[config.mk]
export PLATFORM = sky130hd
export DESIGN_NAME = eq_sync_capture
export DESIGN_NICKNAME = d
export VERILOG_FILES = /design/src/rtl/eq_sync_capture.sv
export SDC_FILE = /design/constraint.sdc
export NUM_CORES = 1
export LEC_CHECK = 0
export ABC_AREA = 0
export CELL_PAD_IN_SITES_DETAIL_PLACEMENT = 1
export CELL_PAD_IN_SITES_GLOBAL_PLACEMENT = 1
export CORE_MARGIN = 2
export CORE_UTILIZATION = 45
export CTS_CLUSTER_DIAMETER = 80
export DETAILED_ROUTE_END_ITERATION = 7
export DONT_BUFFER_PORTS = 1
export PLACE_DENSITY = 0.73
export SYNTH_ARGS = -nofsm -noshare
export SYNTH_HDL_FRONTEND = slang
export SYNTH_SLANG_ARGS = --single-unit
[constraint.sdc]
create_clock -name clk -period 2.8 [get_ports clk]
set_input_delay 0.42 -clock clk [delete_from_list [all_inputs] [get_ports clk]]
set_output_delay 0.42 -clock clk [all_outputs]
set_load 0.02 [all_outputs]
[src/rtl/eq_sync_capture.sv]
// eq_sync_capture: dual-rail completion capture with DATA/NULL phasing and valid/ready result; EQ_CAPTURE_STAT_EN adds capture counters
module eq_sync_capture #(
    parameter int WIDTH = 8,
    parameter int TIMEOUT = 255,
    localparam int RAIL_NUM = 2
) (
    input  logic                      clk,
    input  logic                      rst,
    input  logic [WIDTH*RAIL_NUM-1:0] in,
    output logic                      en,
    input  logic                      start,
    output logic                      busy,
    output logic                      res_valid,
    input  logic                      res_ready,
    output logic                      res_eq,
    output logic [WIDTH-1:0]          res_mask,
    output logic [1:0]                err,
    input  logic                      err_clr
`ifdef EQ_CAPTURE_STAT_EN
    ,
    output logic [15:0]               cmp_cnt,
    output logic [15:0]               mism_cnt
`endif
);
    localparam int CW = $clog2(TIMEOUT + 1);
    localparam logic [1:0] IDLE = 2'd0, EVAL = 2'd1, NULLW = 2'd2;

    logic [WIDTH*RAIL_NUM-1:0] s1_q, s2_q, stab_q;
    logic [WIDTH-1:0]          t_rail, f_rail, mask_q, mask_d;
    logic [1:0]                state_q, state_d, err_q, err_d, err_set;
    logic [CW-1:0]             cnt_q, cnt_d;
    logic                      stable, all_data, all_null, any_ill, tmo;
    logic                      valid_q, valid_d, eq_q, eq_d, en_q;

    // two-flop synchroniser per rail plus a stability sample one cycle later
    always_ff @(posedge clk or negedge rst) begin
        if (!rst) begin
            s1_q   <= '0;
            s2_q   <= '0;
            stab_q <= '0;
        end else begin
            s1_q   <= in;
            s2_q   <= s1_q;
            stab_q <= s2_q;
        end
    end

    // split the synchronised pairs into true-rail and false-rail vectors
    always_comb begin
        t_rail = '0;
        f_rail = '0;
        for (int i = 0; i < WIDTH; i++) begin
            t_rail[i] = s2_q[RAIL_NUM*i+1];
            f_rail[i] = s2_q[RAIL_NUM*i];
        end
    end

    assign stable   = s2_q == stab_q;
    assign all_data = stable && &(t_rail ^ f_rail);
    assign all_null = stable && !(|s2_q);
    assign any_ill  = stable && |(t_rail & f_rail);
    assign tmo      = cnt_q >= CW'(TIMEOUT - 1);

    // phase sequencing, result capture, consume and sticky error collection
    always_comb begin
        state_d = state_q;
        cnt_d   = (cnt_q == CW'(TIMEOUT)) ? cnt_q : cnt_q + 1'b1;
        valid_d = valid_q && !res_ready;
        eq_d    = eq_q;
        mask_d  = mask_q;
        err_set = 2'b00;
        case (state_q)
            IDLE: begin
                cnt_d = '0;
                if (start && !valid_q) state_d = EVAL;
            end
            EVAL: begin
                if (any_ill) begin
                    err_set[0] = 1'b1;
                    state_d    = NULLW;
                end else if (all_data) begin
                    valid_d = 1'b1;
                    mask_d  = t_rail;
                    eq_d    = &t_rail;
                    state_d = NULLW;
                end else if (tmo) begin
                    err_set[1] = 1'b1;
                    state_d    = NULLW;
                end
            end
            NULLW: begin
                if (all_null) begin
                    state_d = IDLE;
                end else if (tmo) begin
                    err_set[1] = 1'b1;
                    state_d    = IDLE;
                end
            end
            default: state_d = IDLE;
        endcase
        if (state_d != state_q) cnt_d = '0;
        err_d = (err_clr ? 2'b00 : err_q) | err_set;
    end

    // control and result registers; en is registered from the next state
    always_ff @(posedge clk or negedge rst) begin
        if (!rst) begin
            state_q <= IDLE;
            cnt_q   <= '0;
            valid_q <= 1'b0;
            eq_q    <= 1'b0;
            mask_q  <= '0;
            err_q   <= 2'b00;
            en_q    <= 1'b0;
        end else begin
            state_q <= state_d;
            cnt_q   <= cnt_d;
            valid_q <= valid_d;
            eq_q    <= eq_d;
            mask_q  <= mask_d;
            err_q   <= err_d;
            en_q    <= state_d == EVAL;
        end
    end

    assign en        = en_q;
    assign busy      = state_q != IDLE;
    assign res_valid = valid_q;
    assign res_eq    = eq_q;
    assign res_mask  = mask_q;
    assign err       = err_q;

`ifdef EQ_CAPTURE_STAT_EN
    logic        cap;
    logic [15:0] cmp_q, mism_q;

    assign cap = state_q == EVAL && !any_ill && all_data;

    // saturating counts of captures and of captures that found a mismatch
    always_ff @(posedge clk or negedge rst) begin
        if (!rst) begin
            cmp_q  <= '0;
            mism_q <= '0;
        end else begin
            if (cap && cmp_q != 16'hFFFF) cmp_q <= cmp_q + 1'b1;
            if (cap && !(&t_rail) && mism_q != 16'hFFFF) mism_q <= mism_q + 1'b1;
        end
    end

    assign cmp_cnt  = cmp_q;
    assign mism_cnt = mism_q;
`endif
endmodule

==> results of run 1 <==
## per-stage QoR
step,area [um2],utilization (%)
after global routing,3259,51.63
final,3259,51.63
after detailed placement,3020,47.84
after floorplan,2924,-
after CTS,3259,51.63
after global placement,3020,47.84
## kinds of logic (layout without fill, tap and decap cells)
logic type	after synthesis	in the layout	synth area share, %
AO/OA/AOI/OAI	35	35	8.216
flip-flops	71	71	60.76
adder cells (fa/ha/maj)	22	22	9.414
buffers and inverters	28	45	3.594
AND/OR/NAND/NOR	67	67	12.32
XOR/XNOR	19	19	5.691
## final cells by class
| type | instances | area share [%] |
|---|---|---|
| Sequential cell | 71 | 54.51 |
| Multi-Input combinational cell | 143 | 31.98 |
| Clock buffer | 9 | 3.800 |
| Inverter | 26 | 2.994 |
| Tap cell | 77 | 2.956 |
| Clock inverter | 7 | 2.380 |
| Timing Repair Buffer | 3 | 1.382 |
## where the power goes
group	leakage [nW]	total (mW)	switching (mW)	internal, mW
Sequential	0.874	1.16	0.0668	1.09
Clock	0.106	0.833	0.411	0.422
Combinational	0.514	0.342	0.222	0.120
## repair_timing
action	CTS	global route
endpoints found under the hold margin	71	0
hold buffers	2	0
setup buffers	0	0
gates resized for setup	0	0
## per-layer routing
metal	global-route usage, %	wire [um]	vias up
met1	22.89	2558	881
li1	-	-	851
met5	0	0	-
met2	24.55	2433	37
met3	4.425	234	9
met4	8.225	93	0
## registers in the layout, indices dropped and copies added, names as in the netlist
signal,count
state_q,2
stab_q,16
res_valid,1
en,1
s2_q,16
res_mask,8
cnt_q,8
res_eq,1
err,2
s1_q,16
## path summary, 6_finish.rpt
kind | from | depth (start not counted) | slack [ps] | to
max in group asynchronous | rst | 2 | 1920 | state_q[1]
min in group asynchronous | rst | 2 | 600 | s1_q[15]
hold reg to reg | s1_q[4] | 0 | 350 | s2_q[4]
setup reg to reg | s2_q[10] | 7 | 230 | en
setup / recovery | s2_q[10] | 7 | 230 | en
hold / removal | in[12] | 0 | 100 | s1_q[12]
## cells in the final DEF (no fill, tap or decap), types with 3 or more instances in the layout
cell | synthesis | routed
a21oi_1 | 4 | 4
clkbuf_8 | 0 | 9
dfrtp_1 | 71 | 71
ha_1 | 22 | 22
inv_1 | 26 | 26
nand2_1 | 21 | 21
nand3_1 | 6 | 6
nand4_1 | 15 | 15
nor2_1 | 7 | 7
nor3_1 | 6 | 6
o211ai_1 | 3 | 3
o21ai_0 | 13 | 13
xnor2_1 | 18 | 18
## worst max-delay path: stages (launching register included)
cell,delay (ps)
dfrtp_1,440
ha_1,210
or4_1,530
nor2_1,250
o21ai_1,170
a31o_2,280
or4b_1,490
o31ai_1,90
==> reports/qor.yml, run 1 <==
run_status:
  status: "finished, final reports clean"
worst_setup_path:
  critical_path.max_fanout: 4
  cp_data_arrival_time_ps: 2810
  end_kind: "flop"
  startpoint_type: "flop"
  crit_type: "reg -> reg"
  worstPathRequired_ps: 3040
sta:
  setup_viol: 0
  setup_tns_ps: 0
  fin_crit_ps: 2572
  grt_setup_unrepaired: "no"
  tightest_slew_ps: 654.4
  fin_hold_ws_ps: 95.68
  period_share_pct: 91.86
  hold_viol_final: 0
  worst_clock_skew_ps: 5.755
  fin_ws_ps: 228.0
  fmax_mhz: 388.8
  final_max_slew_viol_count: 0
  maxSlewHeadroom_pct: 56.11
yosys:
  syn-num-nets: 285
  async_flop_share_pct: 100.0
  syn-instance-count: 242
  syn_area_per_cell_um2: 12.08
  ys_ff_latch: 71
  synth_warnings: 0
  seq_area_frac_synth_pct: 60.76
  synthFlopType: "dfrtp_1"
  yosysTopAreaCell: "dfrtp_1"
  synth_commonest_cells: "dfrtp_1 (71), inv_1 (26), ha_1 (22)"
  yosysMostFrequentCell: "dfrtp_1"
  synth_top_area_share_pct: 60.76
  synth_cell_types: 34
  synth_area_leaders: "dfrtp_1 (61%), ha_1 (9.4%), xnor2_1 (5.4%)"
  synth_edf_count: 0
  syn_area_um2: 2924
grt:
  grt_pass1_wl_um: 9183
  grt.overflow.total: 0
  antenna_found_initial: 0
  grt_start_max_net_pins: 72
  track_usage_pct: 16.66
  grt_pass1_vias: 1898
clock_tree:
  cts.sinks: 71
  cts_max_path_buffers: 2
  cts_tree: "done"
  clock_latency_ps: 340
  cts_buffers: 9
  htreeDepth: 3
  cts-root-buf: "clkbuf_8"
  clk_pin_slew_worst_paths_ps: 80
finish:
  num_antenna_cells: 0
  multi_input_area_um2: 1042
  final_layout_size_suffix_gt1_share_pct: 9.266
  final_cells: 336
  area_delta_synth_final_pct: 11.47
  fillers: 679
  regArea_um2: 1777
  nets: 297
detailed_routing:
  first_iter_violations: 39
  vias: 1778
  drt_wl_total_um: 5320
  vias_per_cell: 5.292
  drt.antenna.violating_nets: 0
  drc: 0
  wl_per_cell_um: 15.83
  detail_route.first_pass.iterations: 4
placement:
  gp_congestion: 0.8048
  dp.cells: 318
  port_buffers: 0
  dp_hpwl_um: 3793
  dpl_worst_slack_ps: 276.7
flow_run:
  cap_viol_max_count: 0
power:
  p_total_mw: 2.330
  power.density_nw_per_um2: 714.9
  p_leak_nw: 1.494
  vdd_drop_max_v: 0.0004788
floorplanning:
  fp.dieW_um: 84.61
  start_util_pct: 46.31
  num_io_pins: 35
  dieArea_um2: 7159
  coreArea_um2: 6314
  row_count: 29
  die_y_um: 84.61
min_path:
  hold_class: "in -> reg"
(Power assumes the default switching activity.)
==> run 2: changes to the inputs <==
--- a/config.mk
+++ b/config.mk
@@ -13,7 +13,9 @@
 export CTS_CLUSTER_DIAMETER = 80
 export DETAILED_ROUTE_END_ITERATION = 7
 export DONT_BUFFER_PORTS = 1
+export GPL_ROUTABILITY_DRIVEN = 0
 export PLACE_DENSITY = 0.73
+export SETUP_SLACK_MARGIN = 0.05
 export SYNTH_ARGS = -nofsm -noshare
 export SYNTH_HDL_FRONTEND = slang
 export SYNTH_SLANG_ARGS = --single-unit
==> results of run 2 <==
Final layout, timing and power as in run 1 (identical DEF).
==> run 3: changes to the inputs <==
--- a/config.mk
+++ b/config.mk
@@ -10,10 +10,11 @@
 export CELL_PAD_IN_SITES_GLOBAL_PLACEMENT = 1
 export CORE_MARGIN = 2
 export CORE_UTILIZATION = 45
+export CTS_BUF_LIST = sky130_fd_sc_hd__clkbuf_2 sky130_fd_sc_hd__clkbuf_4 sky130_fd_sc_hd__clkbuf_8
 export CTS_CLUSTER_DIAMETER = 80
 export DETAILED_ROUTE_END_ITERATION = 7
 export DONT_BUFFER_PORTS = 1
-export GPL_ROUTABILITY_DRIVEN = 0
+export GPL_ROUTABILITY_DRIVEN = 1
 export PLACE_DENSITY = 0.73
 export SETUP_SLACK_MARGIN = 0.05
 export SYNTH_ARGS = -nofsm -noshare
==> results of run 3 <==
Final layout, timing and power as in run 1 (identical DEF).
